--- src/rtl/cartas_pkg.sv ---
// Shared definitions for the card-selection block and the pair verifier.
//   NUM_CARTAS       : cards on the board
//   CERRADA/ABIERTA/EMPAREJADA : 2-bit card states (11 is never selectable)
//   card_t / board_t : 5-bit card {symbol[4:2], state[1:0]} and 16-card board
//   fsm_t            : turn FSM states
//   all_matched()    : true when every card on a board is EMPAREJADA
package cartas_pkg;

    localparam int NUM_CARTAS = 16;
    localparam int CUR_W      = $clog2(NUM_CARTAS);

    localparam logic [1:0] CERRADA    = 2'b00;
    localparam logic [1:0] ABIERTA    = 2'b01;
    localparam logic [1:0] EMPAREJADA = 2'b10;

    typedef logic [4:0] card_t;
    typedef card_t [0:NUM_CARTAS-1] board_t;

    typedef enum logic [2:0] {
        IDLE    = 3'd0,
        UNA     = 3'd1,
        MOSTRAR = 3'd2,
        PEDIR   = 3'd3,
        ESPERAR = 3'd4,
        FIN     = 3'd5
    } fsm_t;

    function automatic logic all_matched(input board_t b);
        logic r;
        r = 1'b1;
        for (int i = 0; i < NUM_CARTAS; i++)
            if (b[i][1:0] != EMPAREJADA) r = 1'b0;
        return r;
    endfunction

endpackage

--- src/rtl/seleccionar_cartas_if.sv ---
// Bundle between the card-selection block and its environment.
//   Inputs to the block : cargar, arr_cards_in, btn_izq/der/sel,
//                         arr_verif_in, verif_done, verif_pareja
//   Outputs of the block: arr_cards_out, start_verif, cursor,
//                         turno_fin, pareja, intentos, juego_fin
//   slave  : seen by seleccionar_cartas
//   master : seen by whoever drives the buttons / verifier
interface seleccionar_cartas_if;
    import cartas_pkg::*;

    logic                  cargar;
    board_t                arr_cards_in;
    logic                  btn_izq;
    logic                  btn_der;
    logic                  btn_sel;
    board_t                arr_verif_in;
    logic                  verif_done;
    logic                  verif_pareja;

    board_t                arr_cards_out;
    logic                  start_verif;
    logic [CUR_W-1:0]      cursor;
    logic                  turno_fin;
    logic                  pareja;
    logic [7:0]            intentos;
    logic                  juego_fin;

    modport slave (
        input  cargar, arr_cards_in, btn_izq, btn_der, btn_sel,
               arr_verif_in, verif_done, verif_pareja,
        output arr_cards_out, start_verif, cursor, turno_fin, pareja,
               intentos, juego_fin
    );

    modport master (
        output cargar, arr_cards_in, btn_izq, btn_der, btn_sel,
               arr_verif_in, verif_done, verif_pareja,
        input  arr_cards_out, start_verif, cursor, turno_fin, pareja,
               intentos, juego_fin
    );

endinterface

--- src/rtl/temporizador_mostrar.sv ---
// Show-delay timer: keeps both open cards visible for SHOW_CYCLES cycles.
//   clk, rst  : clock, async active-low reset
//   load_i    : preload on the cycle the FSM enters MOSTRAR
//   count_i   : high while in MOSTRAR, decrements towards zero
//   expire_o  : high on the last MOSTRAR cycle
// Loading N-1 and expiring at zero gives exactly N cycles; 0 and 1 both
// collapse to a single cycle.
module temporizador_mostrar #(
    parameter int unsigned SHOW_CYCLES = 25_000_000
) (
    input  logic clk,
    input  logic rst,
    input  logic load_i,
    input  logic count_i,
    output logic expire_o
);

    localparam int W = (SHOW_CYCLES > 1) ? $clog2(SHOW_CYCLES) : 1;
    localparam logic [W-1:0] LOAD_V = (SHOW_CYCLES > 1) ? W'(SHOW_CYCLES - 1) : '0;
    localparam logic [W-1:0] ONE    = W'(1);

    logic [W-1:0] count_q, count_d;

    always_comb begin
        count_d = count_q;
        if (load_i)
            count_d = LOAD_V;
        else if (count_i && count_q != '0)
            count_d = count_q - ONE;
    end

    always_ff @(posedge clk or negedge rst) begin
        if (!rst) count_q <= '0;
        else      count_q <= count_d;
    end

    assign expire_o = (count_q == '0);

endmodule

--- src/rtl/seleccionar_cartas.sv ---
// Memory-game turn controller: moves a cursor over a 16-card board, opens
// two cards, shows them, asks the pair verifier to judge them and takes
// back the verified board.
//   clk, rst : clock, async active-low reset
//   bus      : seleccionar_cartas_if.slave (load, buttons, verifier
//              handshake in; board, cursor, pulses, counters out)
// start_verif, turno_fin and pareja are registered one-cycle pulses.
module seleccionar_cartas
    import cartas_pkg::*;
#(
    parameter int unsigned SHOW_CYCLES = 25_000_000
) (
    input  logic                 clk,
    input  logic                 rst,
    seleccionar_cartas_if.slave  bus
);

    localparam logic [CUR_W-1:0] CUR_ONE = CUR_W'(1);

    fsm_t             state_q, state_d;
    board_t           board_q, board_d;
    logic [CUR_W-1:0] cursor_q, cursor_d;
    logic [7:0]       intentos_q, intentos_d;
    logic             start_verif_q, start_verif_d;
    logic             turno_fin_q, turno_fin_d;
    logic             pareja_q, pareja_d;
    logic             sel_ok;
    logic             show_load, show_count, show_exp;

    // A select only counts on a closed card under the pre-move cursor.
    assign sel_ok     = bus.btn_sel && (board_q[cursor_q][1:0] == CERRADA);
    assign show_count = (state_q == MOSTRAR);

    temporizador_mostrar #(.SHOW_CYCLES(SHOW_CYCLES)) u_tmr (
        .clk      (clk),
        .rst      (rst),
        .load_i   (show_load),
        .count_i  (show_count),
        .expire_o (show_exp)
    );

    // ---- FSM: state register ----
    always_ff @(posedge clk or negedge rst) begin
        if (!rst) state_q <= IDLE;
        else      state_q <= state_d;
    end

    // ---- FSM: next state ----
    always_comb begin
        state_d = state_q;
        if (bus.cargar) begin
            state_d = IDLE;
        end else begin
            case (state_q)
                IDLE:    if (sel_ok) state_d = UNA;
                UNA:     if (sel_ok) state_d = MOSTRAR;
                MOSTRAR: if (show_exp) state_d = PEDIR;
                PEDIR:   state_d = ESPERAR;
                ESPERAR: if (bus.verif_done)
                             state_d = all_matched(bus.arr_verif_in) ? FIN : IDLE;
                FIN:     state_d = FIN;
                default: state_d = IDLE;
            endcase
        end
    end

    // ---- FSM: outputs (next values of the registered pulses) ----
    always_comb begin
        start_verif_d = !bus.cargar && (state_q == PEDIR);
        turno_fin_d   = !bus.cargar && (state_q == ESPERAR) && bus.verif_done;
        pareja_d      = turno_fin_d && bus.verif_pareja;
        show_load     = !bus.cargar && (state_q == UNA) && sel_ok;
    end

    // ---- Board / cursor / attempt counter ----
    // Outside IDLE/UNA the board only changes on an accepted verif_done,
    // which keeps it frozen from MOSTRAR until the verdict arrives.
    always_comb begin
        board_d    = board_q;
        cursor_d   = cursor_q;
        intentos_d = intentos_q;
        if (bus.cargar) begin
            board_d    = bus.arr_cards_in;
            cursor_d   = '0;
            intentos_d = '0;
        end else begin
            case (state_q)
                IDLE, UNA: begin
                    if (bus.btn_sel) begin
                        // Select wins over a simultaneous move.
                        if (sel_ok)
                            board_d[cursor_q] = {board_q[cursor_q][4:2], ABIERTA};
                    end else if (bus.btn_izq && !bus.btn_der) begin
                        cursor_d = cursor_q - CUR_ONE;  // 0 wraps to 15
                    end else if (bus.btn_der && !bus.btn_izq) begin
                        cursor_d = cursor_q + CUR_ONE;  // 15 wraps to 0
                    end
                end
                ESPERAR: begin
                    if (bus.verif_done) begin
                        board_d = bus.arr_verif_in;
                        if (intentos_q != 8'hFF) intentos_d = intentos_q + 8'd1;
                    end
                end
                default: ;
            endcase
        end
    end

    always_ff @(posedge clk or negedge rst) begin
        if (!rst) begin
            board_q       <= '0;
            cursor_q      <= '0;
            intentos_q    <= '0;
            start_verif_q <= 1'b0;
            turno_fin_q   <= 1'b0;
            pareja_q      <= 1'b0;
        end else begin
            board_q       <= board_d;
            cursor_q      <= cursor_d;
            intentos_q    <= intentos_d;
            start_verif_q <= start_verif_d;
            turno_fin_q   <= turno_fin_d;
            pareja_q      <= pareja_d;
        end
    end

    assign bus.arr_cards_out = board_q;
    assign bus.cursor        = cursor_q;
    assign bus.intentos      = intentos_q;
    assign bus.start_verif   = start_verif_q;
    assign bus.turno_fin     = turno_fin_q;
    assign bus.pareja        = pareja_q;
    assign bus.juego_fin     = (state_q == FIN);

endmodule

--- src/flat_wrapper.sv ---
// flat-port wrapper written by rule: the top's interface ports become plain ports
module seleccionar_cartas_flat import cartas_pkg::*;
#(
    parameter int unsigned SHOW_CYCLES = 25_000_000
)
  (clk, rst, bus_cargar, bus_arr_cards_in, bus_btn_izq, bus_btn_der, bus_btn_sel, bus_arr_verif_in, bus_verif_done, bus_verif_pareja, bus_arr_cards_out, bus_start_verif, bus_cursor, bus_turno_fin, bus_pareja, bus_intentos, bus_juego_fin);
  seleccionar_cartas_if bus_i ();
  input  logic clk;
  input  logic rst;
  input wire logic [$bits(bus_i.cargar)-1:0] bus_cargar;
  input wire logic [$bits(bus_i.arr_cards_in)-1:0] bus_arr_cards_in;
  input wire logic [$bits(bus_i.btn_izq)-1:0] bus_btn_izq;
  input wire logic [$bits(bus_i.btn_der)-1:0] bus_btn_der;
  input wire logic [$bits(bus_i.btn_sel)-1:0] bus_btn_sel;
  input wire logic [$bits(bus_i.arr_verif_in)-1:0] bus_arr_verif_in;
  input wire logic [$bits(bus_i.verif_done)-1:0] bus_verif_done;
  input wire logic [$bits(bus_i.verif_pareja)-1:0] bus_verif_pareja;
  output wire logic [$bits(bus_i.arr_cards_out)-1:0] bus_arr_cards_out;
  output wire logic [$bits(bus_i.start_verif)-1:0] bus_start_verif;
  output wire logic [$bits(bus_i.cursor)-1:0] bus_cursor;
  output wire logic [$bits(bus_i.turno_fin)-1:0] bus_turno_fin;
  output wire logic [$bits(bus_i.pareja)-1:0] bus_pareja;
  output wire logic [$bits(bus_i.intentos)-1:0] bus_intentos;
  output wire logic [$bits(bus_i.juego_fin)-1:0] bus_juego_fin;
  assign bus_i.cargar = bus_cargar;
  assign bus_i.arr_cards_in = bus_arr_cards_in;
  assign bus_i.btn_izq = bus_btn_izq;
  assign bus_i.btn_der = bus_btn_der;
  assign bus_i.btn_sel = bus_btn_sel;
  assign bus_i.arr_verif_in = bus_arr_verif_in;
  assign bus_i.verif_done = bus_verif_done;
  assign bus_i.verif_pareja = bus_verif_pareja;
  assign bus_arr_cards_out = bus_i.arr_cards_out;
  assign bus_start_verif = bus_i.start_verif;
  assign bus_cursor = bus_i.cursor;
  assign bus_turno_fin = bus_i.turno_fin;
  assign bus_pareja = bus_i.pareja;
  assign bus_intentos = bus_i.intentos;
  assign bus_juego_fin = bus_i.juego_fin;
  seleccionar_cartas #(.SHOW_CYCLES(SHOW_CYCLES)) u_core (.clk(clk), .rst(rst), .bus(bus_i));
endmodule
--- config.mk ---
export PLATFORM = sky130hd
export DESIGN_NAME = seleccionar_cartas_flat
export DESIGN_NICKNAME = d
export VERILOG_FILES = /design/src/rtl/cartas_pkg.sv /design/src/rtl/seleccionar_cartas_if.sv /design/src/rtl/temporizador_mostrar.sv /design/src/rtl/seleccionar_cartas.sv /design/src/flat_wrapper.sv
export SDC_FILE = /design/constraint.sdc
export NUM_CORES = 1
export LEC_CHECK = 0
export ABC_AREA = 1
export CAP_MARGIN = 20
export CORE_ASPECT_RATIO = 0.5
export CORE_MARGIN = 5
export CORE_UTILIZATION = 45
export DETAILED_ROUTE_END_ITERATION = 12
export HOLD_SLACK_MARGIN = 0.1
export PLACE_DENSITY_LB_ADDON = 0.2
export SLEW_MARGIN = 0
export SYNTH_ARGS = -nofsm -noshare
export SYNTH_HDL_FRONTEND = slang
export SYNTH_SLANG_ARGS = --single-unit
--- constraint.sdc ---
create_clock -name clk -period 4.2 [get_ports clk]
set_clock_uncertainty 0.15 [all_clocks]
set_input_delay 0.84 -clock clk [delete_from_list [all_inputs] [get_ports clk]]
set_output_delay 0.84 -clock clk [all_outputs]
set_load 0.02 [all_outputs]
* After elaboration in Yosys (flattened, before gate mapping)
Cells that the tools add are included.
** Storage, ports and cells
- Output and inout port bits :: 96
- Bits in registers :: 123
- Logic and storage cells :: 137
- Input port bits :: 168
** Cells by class
- Muxes and demuxes :: 48
- $lt $le $gt $ge :: 2
- Add/subtract/negate cells :: 4
- Bitwise gates (word level) :: 1
- Equality and inequality tests :: 29
- Reductions and logical operators :: 30
** Operators with widths (count)
- $mux W80 :: 4
- $pmux W80 S2 :: 1
- $bwmux W80 :: 1
- $mux W25 :: 2
- $ne A2 B2 Y1 const B :: 17
- $mux W8 :: 4
- $logic_not A25 Y1 :: 1
- $reduce_bool A25 Y1 :: 1
- $sub A25 B1 Y25 const B :: 1
- $bmux W5 S4 :: 1
- $demux W5 S4 :: 1
- $mux W4 :: 5
- $mux W1 :: 19
- $mux W3 :: 6
- $pmux W3 S6 :: 1
- $mux W5 :: 3
- $ne A3 B2 Y1 const B :: 4
- $logic_and A1 B1 Y1 :: 11
- $reduce_bool A2 Y1 :: 5
- $add A8 B1 Y8 const B :: 1
- $ne A8 B8 Y1 const B :: 1
- $reduce_and A4 Y1 :: 2
- $eq A3 B2 Y1 const B :: 2
- $eq A3 B3 Y1 const B :: 2
- other kinds (13) :: 18

* Longest topological paths before layout
Gate-level depths: netlist of the first run.
- Depth after elaboration :: 24
- Depth in mapped cells :: 16
- Depth with buffers taken out :: 13

* By module
A second synthesis of the first run with hierarchy kept.
** Second synthesis, totals
- Cells, all modules :: 1351
- Area total of the unflattened synthesis :: 8846.0 um^2
** By module, submodules not included
- seleccionar_cartas :: sequential area each 2452.4 um^2, area each 7083.0 um^2, cells an instance 1081, times used 1
- temporizador_mostrar :: sequential area each 625.6 um^2, area each 1762.9 um^2, cells an instance 270, times used 1

* Worst setup path before layout of the first run
OpenSTA, ideal clock, no wires.
- Kind :: input to register
- From :: in bus_cargar
- To :: reg u_core.board_q, in the netlist u_core.bus.arr_cards_out[45]
- Buffers on the path :: 3
- Required time :: 3919 ps
- Arrival time :: 2119 ps
- Slack :: 1800 ps
- Setup time :: 131 ps
- Stages on the path :: 8
- Cell sequence :: clkbuf_1 > inv_1 > nand2_1 > clkinv_1 > clkbuf_1 > buf_2 > a221oi_1 > a21oi_1
** Between the ends
- Cells in the longest elaborated chain, start to end :: 2
- Elaborated cells between the ends (all ways) :: 6
- Classes of those cells :: eq/ne: 3; mux: 1; reduce/logical: 2
** Ends and longest elaborated chain
- from (decl) :: line flat_wrapper.sv:10 : input wire logic [$bits(bus_i.cargar)-1:0] bus_cargar;
- $ne A3 B2 Y1 (no line), or another cell as far along
- $reduce_and A4 Y1 (no line)
- to (signal assigned) :: line seleccionar_cartas.sv:119 : board_q <= board_d;
- to (decl) :: line seleccionar_cartas.sv:21 : board_t board_q, board_d;
Parallel ways exist; a longest one is shown, timed or not.
A chain may end at the register's enable or synchronous reset.

* Worst setup path after layout of the first run
- From :: reg u_core.cursor_q[1], in the netlist u_core.bus.cursor[1]
- To :: reg u_core.u_tmr.count_q[20]
** Between the ends
- Cells in the longest elaborated chain, start to end :: 8
- Elaborated cells between the ends (all ways) :: 9
- Classes of those cells :: mux: 4; bitwise: 1; reduce/logical: 4
** Ends and longest elaborated chain
- from (decl) :: line seleccionar_cartas.sv:22 : logic [CUR_W-1:0] cursor_q, cursor_d;
- from (signal assigned) :: line seleccionar_cartas.sv:120 : cursor_q <= cursor_d;
- $not A4 Y5 (implied by the code) (*) :: line seleccionar_cartas.sv:31 : assign sel_ok = bus.btn_sel && (board_q[cursor_q][1:0] == CERRADA);
- $bmux W5 S4 (*) :: line seleccionar_cartas.sv:31
- $mux W5 (implied by the code) (*) (2 in series) :: line seleccionar_cartas.sv:31
- $logic_not A2 Y1 (*) :: line seleccionar_cartas.sv:31
- $logic_and A1 B1 Y1 (*) :: line seleccionar_cartas.sv:31
- $logic_and A1 B1 Y1 (*) :: line seleccionar_cartas.sv:72 : show_load = !bus.cargar && (state_q == UNA) && sel_ok;
- $mux W25 / $reduce_bool A2 Y1 (equally long branches)
- to (signal assigned) :: line temporizador_mostrar.sv:34 : else count_q <= count_d;
- to (decl) :: line temporizador_mostrar.sv:22 : logic [W-1:0] count_q, count_d;
Mark *: on every way between the ends. The rest lies on a longest branch, timed or not. The select of a mux whose other input is x is not followed.

==> impl_metrics.env, run 1 <==
export IMPL_use_met2_pct=48.6
export IMPL_cts_tree="done"
export IMPL_status="completed"
export IMPL_path_common_cell="nor2_1"
export IMPL_slew_limit_headroom_pct=36.1
export IMPL_grt_ovfl_total=0
export IMPL_ys_seq_area_share_pct=37.5
export IMPL_n_antenna_cell=0
export IMPL_r2r_setup_slack_ns=0.82
export IMPL_reg2reg_to="u_core.u_tmr.count_q[20]$_DFFE_PN0P_"
export IMPL_cp_depth=9
export IMPL_io_pins=264
export IMPL_drc=0
export IMPL_cts_sinks=123
export IMPL_combPwrFrac_pct=45.7
export IMPL_ir_drop_mv=0.336
export IMPL_reg2reg_depth=9
export IMPL_dr_pass1_iters=6
export IMPL_clk_pin_slew_ns=0.06
export IMPL_hold_viol=0
export IMPL_root_buffer="clkbuf_16"
export IMPL_ys_flop_type="dfrtp_1"
export IMPL_ant_nets=0
export IMPL_path_cells="nor2_1, o21ai_0, nand2_1, nor2_1, nor2_1, nor2_1, nand3_1, nand2_1, o21ai_0"
export IMPL_path_delay_family="simple AND/OR/NAND/NOR gates"
export IMPL_finalCritPeriodShare_pct=80.5
export IMPL_fmaxAchievable_mhz=296
export IMPL_worst_path_buf_inv=0
export IMPL_die_area_um2=21200
export IMPL_start_kind="register"
export IMPL_setup_viol=0
export IMPL_synth_edf_count=0
export IMPL_grt_pass1_vias=9409
export IMPL_synth_nets=1382
export IMPL_ctsResizeCount=0
export IMPL_start_util_pct=46.5
export IMPL_p_clk_share_pct=24.2
export IMPL_cp_max_fo=13
export IMPL_required_ns=4.37
export IMPL_worst_r2r_startpoint="u_core.bus.cursor[1]$_DFFE_PN0P_"
export IMPL_power_density_nw_per_um2=591
export IMPL_clk_latency_ns=0.43
export IMPL_worstSetupEndpointType="register"
export IMPL_min_period_ns=3.38
export IMPL_final_nets=1622
export IMPL_rows=34
export IMPL_regArea_um2=3080
export IMPL_vias=9800
export IMPL_synth_seq_cells=123
export IMPL_layout_drive_gt1_share_pct=4.38
export IMPL_globalplace_congestion=0.967
export IMPL_wl_mm=33.4
export IMPL_die_w_um=201
export IMPL_cp_arrival_ns=3.55
export IMPL_p_seq_share_pct=30.1
export IMPL_ys_top_cells_by_area="dfrtp_1 38%, nand2_1 18%, nand4_1 8.3%, a22o_1 6.0%, inv_1 5.9%"
export IMPL_clock_path_buffers=2
export IMPL_cts_max_level=4
export IMPL_crit_path_max_incr_delay_ns=0.81
export IMPL_cts_made_buffers=17
export IMPL_grt_pass1_wl_mm=52.2
export IMPL_fin_setup_tns_ns=0
export IMPL_post_place_ws_ns=0.970
export IMPL_syn_to_final_growth_pct=42.0
export IMPL_grtUsageMet3_pct=7.46
export IMPL_top_usage_layer="met2"
export IMPL_syn_avg_cell_area_um2=6.78
export IMPL_synth_async_sr_flop_share_pct=100
export IMPL_ys_warn_count=0
export IMPL_swShare_pct=42.8
export IMPL_cts_hold_buf=0
export IMPL_synthCells=1209
export IMPL_hp_class="input port to async pin"
export IMPL_cts_setup_buffers=0
export IMPL_rsz0062_at_grt="no"
export IMPL_drv_cap=0
export IMPL_synthesis_area_um2=8200
export IMPL_yosysTopAreaCellShare_pct=37.5
export IMPL_use_met1_pct=42.1
export IMPL_fp_dieH_um=105
export IMPL_synth_top_area_cell="dfrtp_1"
export IMPL_fin_cells=1696
export IMPL_tightest_slew_ns=0.958
export IMPL_track_usage_pct=30.7
export IMPL_multi_input_area_um2=4350
export IMPL_p_leak_nw=5.55
export IMPL_grt_max_degree=55
export IMPL_layout_setup_ws_ns=0.817
export IMPL_yosys_cell_types_count=37
export IMPL_io_buffers=263
export IMPL_antenna_found_initial=1
export IMPL_dp_cells=1664
export IMPL_critical_path_class="register to register"
export IMPL_cpMaxStageDelayCell="nor2_1"
export IMPL_intPower_mw=3.94
export IMPL_drt_iter0_drc=1220
export IMPL_fill_cells=1536
export IMPL_p_switching_mw=2.94
export IMPL_avgRoutedWirePerCell_um=19.7
export IMPL_core_area_um2=17600
export IMPL_finalMaxSlewViolations=0
export IMPL_vias_per_cell=5.78
export IMPL_dp_hpwl_mm=24.4
[cell usage in the layout (no fill, tap or decap), types with 4 or more instances in the layout]
cell type,netlist,final
a21oi_1,34,34
a22o_1,56,56
buf_4,5,14
bufinv_16,0,5
clkbuf_16,0,17
clkdlybuf4s50_1,0,261
dfrtp_1,123,123
ha_1,4,4
inv_1,128,128
inv_2,3,4
nand2_1,398,397
nand2_2,3,4
nand3_1,39,39
nand4_1,109,109
nor2_1,111,111
nor3_1,7,7
o21ai_0,90,90
o21ai_1,6,6
or2_2,4,4
xor2_1,8,8
[synthesized netlist by cell type (3+ instances only)]
master / n
a21oi_1: 34
a221oi_1: 3
a22o_1: 56
buf_2: 8
buf_4: 5
buf_6: 3
clkbuf_1: 39
clkinv_1: 3
dfrtp_1: 123
ha_1: 4
inv_1: 128
inv_2: 3
nand2_1: 398
nand2_2: 3
nand3_1: 39
nand4_1: 109
nor2_1: 111
nor3_1: 7
o21ai_0: 90
o21ai_1: 6
o22ai_1: 3
o31ai_1: 3
or2_2: 4
xor2_1: 8
[area by class of cell]
class	instances	share of cell area, %
tap	234	2.52
inverter	135	4.37
clock inverter	11	1.64
clock buffer	21	3.96
timing repair buffer	277	23.7
multi-input combinational	895	37.4
sequential	123	26.4
[registers in the layout, indices dropped and copies added (netlist names)]
| name | count |
|---|---|
| u_core.bus.start_verif | 1 |
| u_core.bus.arr_cards_out | 80 |
| u_core.bus.turno_fin | 1 |
| u_core.bus.intentos | 8 |
| u_core.state_q | 3 |
| u_core.bus.pareja | 1 |
| u_core.bus.cursor | 4 |
| u_core.u_tmr.count_q | 25 |
[worst register-to-register path, delay by kind of cell, from the launching register on]
| kind | cells | cell delay [ns] |
|---|---|---|
| AOI/OAI and AO/OA | 2 | 0.52 |
| and+or+nand+nor | 7 | 2.03 |
| DFF | 1 | 0.58 |
[routing by layer]
| layer | up-vias | part of all wire [%] |
|---|---|---|
| li1 | 4513 | - |
| met1 | 4600 | 41 |
| met2 | 603 | 45 |
| met3 | 82 | 11 |
| met4 | 2 | 2.4 |
| met5 | - | 0.039 |
[how the worst max path moves through the flow]
| stage | end | slack [ns] | startpoint |
|---|---|---|---|
| 6_report | u_core.u_tmr.count_q[20]$_DFFE_PN0P_ | 0.82 | u_core.bus.cursor[1]$_DFFE_PN0P_ |
| 3_3_place_gp | u_core.u_tmr.count_q[20]$_DFFE_PN0P_ | 1.05 | u_core.bus.cursor[1]$_DFFE_PN0P_ |
| 2_1_floorplan | u_core.bus.arr_cards_out[45]$_DFFE_PN0P_ | 1.80 | bus_cargar |
| 3_5_place_dp | u_core.u_tmr.count_q[20]$_DFFE_PN0P_ | 0.97 | u_core.bus.cursor[1]$_DFFE_PN0P_ |
| 4_1_cts | u_core.u_tmr.count_q[20]$_DFFE_PN0P_ | 0.96 | u_core.bus.cursor[1]$_DFFE_PN0P_ |
| 5_1_grt | u_core.u_tmr.count_q[20]$_DFFE_PN0P_ | 0.63 | u_core.bus.cursor[1]$_DFFE_PN0P_ |
[power groups by stage]
| stage | sequential [mW] | clock, mW | combinational, mW |
|---|---|---|---|
| 4_1_cts | 2.05 | 1.66 | 3.11 |
| 3_3_place_gp | 2.06 | 0 | 3.05 |
| 6_report | 2.07 | 1.66 | 3.14 |
| 3_5_place_dp | 2.06 | 0 | 3.10 |
| 2_1_floorplan | 2.39 | 0 | 1.24 |
| 5_1_grt | 2.11 | 1.72 | 3.36 |
[through the flow]
| step | hold slack [ns] | power [mW] | util (%) | instance area [µm²] |
|---|---|---|---|---|
| 2_1_floorplan | 0.301 | 3.63 | - | 8200 |
| 3_3_place_gp | 0.315 | 5.11 | 62.4 | 11000 |
| 3_5_place_dp | 0.331 | 5.16 | 62.4 | 11000 |
| 4_1_cts | 0.279 | 6.82 | 66.1 | 11600 |
| 5_1_grt | 0.311 | 7.19 | 66.1 | 11600 |
| 6_report | 0.258 | 6.88 | 66.1 | 11600 |
[cells by family after synthesis]
logic type / synth area share [%]
AND/OR/NAND/NOR: 35.8
AO/OA/AOI/OAI: 15.3
buffers and inverters: 9.40
flip-flops: 37.5
XOR/XNOR: 1.07
adder cells (fa/ha/maj): 0.855
(Power assumes the default switching activity.)
==> inputs of run 2 (changes only) <==
--- a/config.mk
+++ b/config.mk
@@ -9,7 +9,7 @@
 export CAP_MARGIN = 20
 export CORE_ASPECT_RATIO = 0.5
 export CORE_MARGIN = 5
-export CORE_UTILIZATION = 45
+export CORE_UTILIZATION = 43
 export DETAILED_ROUTE_END_ITERATION = 12
 export HOLD_SLACK_MARGIN = 0.1
 export PLACE_DENSITY_LB_ADDON = 0.2
==> constraint.sdc (replaced) <==
create_clock -name clk -period 2.8 [get_ports clk]
set_clock_uncertainty 0.15 [all_clocks]
set_input_delay 0.56 -clock clk [delete_from_list [all_inputs] [get_ports clk]]
set_output_delay 0.56 -clock clk [all_outputs]
set_load 0.02 [all_outputs]
==> run 2 against run 1 <==
  * Global-route usage shrank 0.69 points
  * Clock power increased by 42%
  * Utilization shrank 2.3 points
  * Via count fell by 0.31%
  * Total power up 51%
  * Register-to-register slack worse by 0.65 ns
  * Sequential share of layout area fell by 0.46 points
  * Setup slack worse by 0.65 ns
  * Die area is 4.3% higher
  * Count of clock-buffer cells in the layout shrank 1
  * Critical endpoint is now u_core.bus.arr_cards_out[43]$_DFFE_PN0P_
  * Highest routed layer unchanged
==> impl_metrics.env, run 2 (synthesized netlist as in run 1, its figures left out) <==
export IMPL_status="completed"
export IMPL_largest_register_ffs=80
export IMPL_post_route_util_pct=63.8
export IMPL_cts_tree="done"
export IMPL_required_ns=3.02
export IMPL_vias=9770
export IMPL_die_area_um2=22100
export IMPL_track_usage_pct=30.0
export IMPL_core_area_um2=18600
export IMPL_root_buffer="clkbuf_16"
export IMPL_rsz0062_at_grt="no"
export IMPL_rows=35
export IMPL_dr_pass1_iters=5
export IMPL_final_nets=1643
export IMPL_clock_path_buffers=2
export IMPL_drc=0
export IMPL_layout_drive_gt1_share_pct=5.80
export IMPL_cts_made_buffers=17
export IMPL_grt_ovfl_total=0
export IMPL_drv_cap=0
export IMPL_grt_pass1_wl_mm=51.9
export IMPL_min_period_ns=2.63
export IMPL_ant_nets=0
export IMPL_cts_sinks=123
export IMPL_grt_pass1_vias=9377
export IMPL_cp_arrival_ns=2.85
export IMPL_io_buffers=263
export IMPL_setup_viol=0
export IMPL_antenna_found_initial=1
export IMPL_critical_path_class="register to register"
export IMPL_final_common_cell="nand2_1"
export IMPL_hp_class="input port to async pin"
export IMPL_finalMaxSlewViolations=0
export IMPL_power_density_nw_per_um2=878
export IMPL_fin_setup_tns_ns=0
export IMPL_tightest_slew_ns=0.803
export IMPL_cp_max_fo=11
export IMPL_clk_latency_ns=0.43
export IMPL_globalplace_congestion=0.910
export IMPL_n_antenna_cell=0
export IMPL_drt_iter0_drc=1067
export IMPL_fp_dieH_um=108
export IMPL_clk_pin_slew_ns=0.06
export IMPL_grt_max_degree=124
export IMPL_cts_max_level=4
export IMPL_wl_mm=34.0
export IMPL_worstSetupEndpointType="register"
export IMPL_vias_per_cell=5.61
export IMPL_start_util_pct=44.2
export IMPL_slew_limit_headroom_pct=46.5
export IMPL_p_leak_nw=5.66
export IMPL_dp_hpwl_mm=25.3
export IMPL_die_w_um=205
export IMPL_syn_to_final_growth_pct=44.5
export IMPL_start_kind="register"
export IMPL_io_pins=264
export IMPL_avgRoutedWirePerCell_um=19.5
export IMPL_finalCritPeriodShare_pct=93.9
export IMPL_mostFrequentLayoutCells="395 x nand2_1, 261 x clkdlybuf4s50_1, 128 x inv_1"
export IMPL_hold_viol=0
export IMPL_fill_cells=1697
export IMPL_fmaxAchievable_mhz=380
export IMPL_ir_drop_mv=0.502
[run 2: changes by cell type in the layout (fill, tap and decap cells not counted), moves of 2 or more]
cell / change
nand2_1: -2
buf_4: +17
clkinv_2: +2
buf_12: +4
clkbuf_8: -2
[run 2: worst max-delay path, stage by stage (launching register included)]
cell,delay (ns)
dfrtp_1,0.46
buf_4,0.20
nor2_4,0.31
buf_4,0.22
nand2_1,0.05
nand2_1,0.06
o21ai_0,0.10
nand2_1,0.39
buf_4,0.22
o21ai_0,0.12
nand2_1,0.10
nand4_1,0.09
nand2_1,0.07
[run 2: path summary, 6_finish.rpt]
kind / from / endpoint / slack, ns / cells after the start
worst min-delay path: rst / u_core.bus.intentos[4]$_DFFE_PN0P_ / 0.08 / 2
worst max register to register: u_core.bus.cursor[0]$_DFFE_PN0P_ / u_core.bus.arr_cards_out[43]$_DFFE_PN0P_ / 0.17 / 12
worst min register to register: u_core.u_tmr.count_q[24]$_DFFE_PN0P_ / u_core.u_tmr.count_q[24]$_DFFE_PN0P_ / 0.34 / 2
worst max-delay path: u_core.bus.cursor[0]$_DFFE_PN0P_ / u_core.bus.arr_cards_out[43]$_DFFE_PN0P_ / 0.17 / 12
max in group asynchronous: rst / u_core.bus.arr_cards_out[54]$_DFFE_PN0P_ / 1.92 / 2
min in group clk: u_core.u_tmr.count_q[24]$_DFFE_PN0P_ / u_core.u_tmr.count_q[24]$_DFFE_PN0P_ / 0.34 / 2
[run 2: power breakdown]
part	switching, mW	internal (mW)	total, mW
clock network	0.873	1.48	2.36
registers	0.703	2.42	3.12
logic	2.92	2.00	4.92
[run 2: metal layers]
layer	vias to the layer above	share of wire (%)	GRT usage, %
li1	4557	-	-
met1	4603	42	41.0
met2	522	45	47.9
met3	86	11	7.10
met4	2	2.6	8.55
met5	-	0.038	0
[run 2: metrics by stage]
stage	hold slack, ns	worst slack (ns)	total power [mW]	cells	area, µm²
floorplan	0.114	0.541	5.44	1209	8200
global placement	0.320	0.198	7.88	1710	11200
detailed placement	0.322	0.175	7.96	1710	11200
CTS	0.123	0.155	10.3	1742	11800
global route	0.149	0.0355	10.9	1742	11800
finish	0.0759	0.170	10.4	1742	11800
[run 2: layout make-up]
cell class,instances,area (µm²),area share [%]
inverter,135,509,4.30
multi-input combinational,895,4360,36.8
sequential,123,3080,26.0
clock inverter,12,173,1.46
tap,259,324,2.74
clock buffer,20,437,3.69
timing repair buffer,298,2970,25.0
[run 2: repair_timing]
action,CTS,global route
endpoints found under the setup margin,0,78
buffers inserted,0,0
resized for setup,0,3
hold buffers,0,0
==> inputs of run 3 (changes only) <==
--- a/config.mk
+++ b/config.mk
@@ -11,6 +11,7 @@
 export CORE_MARGIN = 5
 export CORE_UTILIZATION = 43
 export DETAILED_ROUTE_END_ITERATION = 12
+export GPL_TIMING_DRIVEN = 0
 export HOLD_SLACK_MARGIN = 0.1
 export PLACE_DENSITY_LB_ADDON = 0.2
 export SLEW_MARGIN = 0
==> run 3 against run 2 <==
  * Total power up 3.1%
  * Clock power down 9.3%
  * Worst hold slack better by 0.26 ns
  * Flip-flop and latch count unchanged
  * Critical path type unchanged
  * Combinational power up 12%
  * Critical path depth up 5
  * Cell count up 3.0%
  * Highest routed layer is now met4
  * Utilization up 2.3 points
  * Final area up 3.6%
  * Setup slack worse by 0.16 ns
  * Global-route usage up 4.0 points
==> impl_metrics.env, run 3 (synthesized netlist as in run 1, its figures left out) <==
export IMPL_status="completed"
export IMPL_die_area_um2=22100
export IMPL_clk_pin_slew_ns=0.06
export IMPL_ant_nets=0
export IMPL_finalMaxSlewViolations=0
export IMPL_vias_per_cell=5.80
export IMPL_die_w_um=205
export IMPL_slew_limit_headroom_pct=38.4
export IMPL_root_buffer="clkbuf_16"
export IMPL_dp_hpwl_mm=28.9
export IMPL_finalCritPeriodShare_pct=99.8
export IMPL_avgRoutedWirePerCell_um=21.9
export IMPL_drv_cap=0
export IMPL_io_pins=264
export IMPL_final_common_cell="nand2_1"
export IMPL_cts_tree="done"
export IMPL_wl_mm=39.3
export IMPL_syn_to_final_growth_pct=49.8
export IMPL_core_area_um2=18600
export IMPL_worst_r2r_startpoint="u_core.bus.cursor[1]$_DFFE_PN0P_"
export IMPL_grt_pass1_vias=9639
export IMPL_critical_path_class="register to register"
export IMPL_cts_max_level=4
export IMPL_dr_pass1_iters=7
export IMPL_vias=10400
export IMPL_n_antenna_cell=0
export IMPL_hold_viol=0
export IMPL_clk_latency_ns=0.43
export IMPL_mostFrequentLayoutCells="395 x nand2_1, 261 x clkdlybuf4s50_1, 128 x inv_1"
export IMPL_fin_cells=1795
export IMPL_largest_register_ffs=80
export IMPL_power_density_nw_per_um2=873
export IMPL_min_period_ns=2.80
export IMPL_cts_made_buffers=17
export IMPL_tightest_slew_ns=0.924
export IMPL_drc=0
export IMPL_required_ns=3.01
export IMPL_holdWs_ns=0.341
export IMPL_globalplace_congestion=1.00
export IMPL_track_usage_pct=34.1
export IMPL_grt_ovfl_total=0
export IMPL_cp_max_fo=7
export IMPL_setup_worst_path_end="u_core.bus.arr_cards_out[44]$_DFFE_PN0P_"
export IMPL_io_buffers=262
export IMPL_setup_viol=0
export IMPL_cp_arrival_ns=3.01
export IMPL_grt_pass1_wl_mm=57.1
export IMPL_reg2reg_to="u_core.bus.arr_cards_out[44]$_DFFE_PN0P_"
export IMPL_drt_iter0_drc=1358
export IMPL_layout_drive_gt1_share_pct=8.20
export IMPL_cp_startpoint="u_core.bus.cursor[1]$_DFFE_PN0P_"
export IMPL_cts_sinks=123
export IMPL_start_kind="register"
export IMPL_grt_max_degree=76
export IMPL_reg2reg_depth=17
export IMPL_start_util_pct=44.2
export IMPL_rows=35
export IMPL_dp_cells=1731
export IMPL_final_nets=1696
export IMPL_fmaxAchievable_mhz=358
export IMPL_antenna_found_initial=0
export IMPL_clock_path_buffers=2
export IMPL_fp_dieH_um=108
export IMPL_p_leak_nw=5.85
export IMPL_hp_class="register to register"
export IMPL_ir_drop_mv=0.539
export IMPL_r2r_setup_slack_ns=0.005
export IMPL_worstSetupEndpointType="register"
-- run 3: cell types whose count changed in the layout (fill, tap and decap cells not counted), moves of 4 or more --
cell        change
buf_4           -7
clkbuf_1       +20
clkbuf_2       +16
clkinvlp_4      +4
buf_8           +5
nor2_2          +5
nor2_1          -8
buf_6           +6
-- run 3: final cells by class --
cell class                 count  area (µm²)
buffer                        56         362
clock buffer                  18         429
clock inverter                14         123
fill                        1696        6290
inverter                     135         518
multi-input combinational    895        4420
sequential                   123        3080
tap                          259         324
timing repair buffer         295        3030
-- run 3: through the flow --
| step | worst slack [ns] | area [µm²] | total power [mW] | setup TNS [ns] | util, % |
|---|---|---|---|---|---|
| 5_1_grt | -0.0635 | 12300 | 11.1 | -1.07 | 66.1 |
| 2_1_floorplan | 0.541 | 8200 | 5.44 | 0 | - |
| 4_1_cts | -0.0170 | 11900 | 10.2 | -0.0645 | 64.1 |
| 6_report | 0.00498 | 12300 | 10.7 | 0 | 66.1 |
| 3_5_place_dp | -0.392 | 11200 | 7.93 | -25.48 | 60.2 |
| 3_3_place_gp | -4.14 | 11100 | 7.86 | -529.60 | 60.0 |
-- run 3: per-layer routing --
layer  part of all wire (%)  track usage, %  wire [µm]
met2                     45            53.8      17600
met4                    3.0            8.60       1190
met3                     14            11.2       5500
met5                      0               0          0
met1                     38            45.4      15000
-- run 3: how the worst min path moves through the flow --
stage	from	to	cells after the start
global route	u_core.u_tmr.count_q[10]$_DFFE_PN0P_	u_core.u_tmr.count_q[10]$_DFFE_PN0P_	1
floorplan	rst	u_core.bus.arr_cards_out[0]$_DFFE_PN0P_	0
global placement	u_core.u_tmr.count_q[24]$_DFFE_PN0P_	u_core.u_tmr.count_q[24]$_DFFE_PN0P_	2
CTS	u_core.u_tmr.count_q[24]$_DFFE_PN0P_	u_core.u_tmr.count_q[24]$_DFFE_PN0P_	2
detailed placement	u_core.u_tmr.count_q[24]$_DFFE_PN0P_	u_core.u_tmr.count_q[24]$_DFFE_PN0P_	2
finish	u_core.u_tmr.count_q[24]$_DFFE_PN0P_	u_core.u_tmr.count_q[24]$_DFFE_PN0P_	2
-- run 3: timing repair --
action	CTS	global route
endpoints found under the hold margin	48	0
hold buffers	1	0
resized for setup	22	58
setup endpoints to repair	106	106
pin swaps	4	11
buffers inserted	9	18
cloned	1	3
-- run 3: power by group --
| group | internal [mW] | total (mW) | switching [mW] |
|---|---|---|---|
| Clock | 1.22 | 2.14 | 0.920 |
| Combinational | 2.28 | 5.53 | 3.25 |
| Sequential | 2.42 | 3.05 | 0.631 |
-- run 3: critical path, stage by stage (launching register included) --
cell	delay [ns]
dfrtp_2	0.46
buf_12	0.16
inv_6	0.07
nor2_4	0.05
buf_6	0.14
buf_12	0.15
o21ai_0	0.07
nand2_1	0.12
nor2_2	0.16
nor2_2	0.07
nor2_4	0.18
nand2_4	0.12
a21oi_4	0.16
buf_12	0.14
buf_8	0.15
buf_4	0.12
nand4_1	0.11
nand2_1	0.11
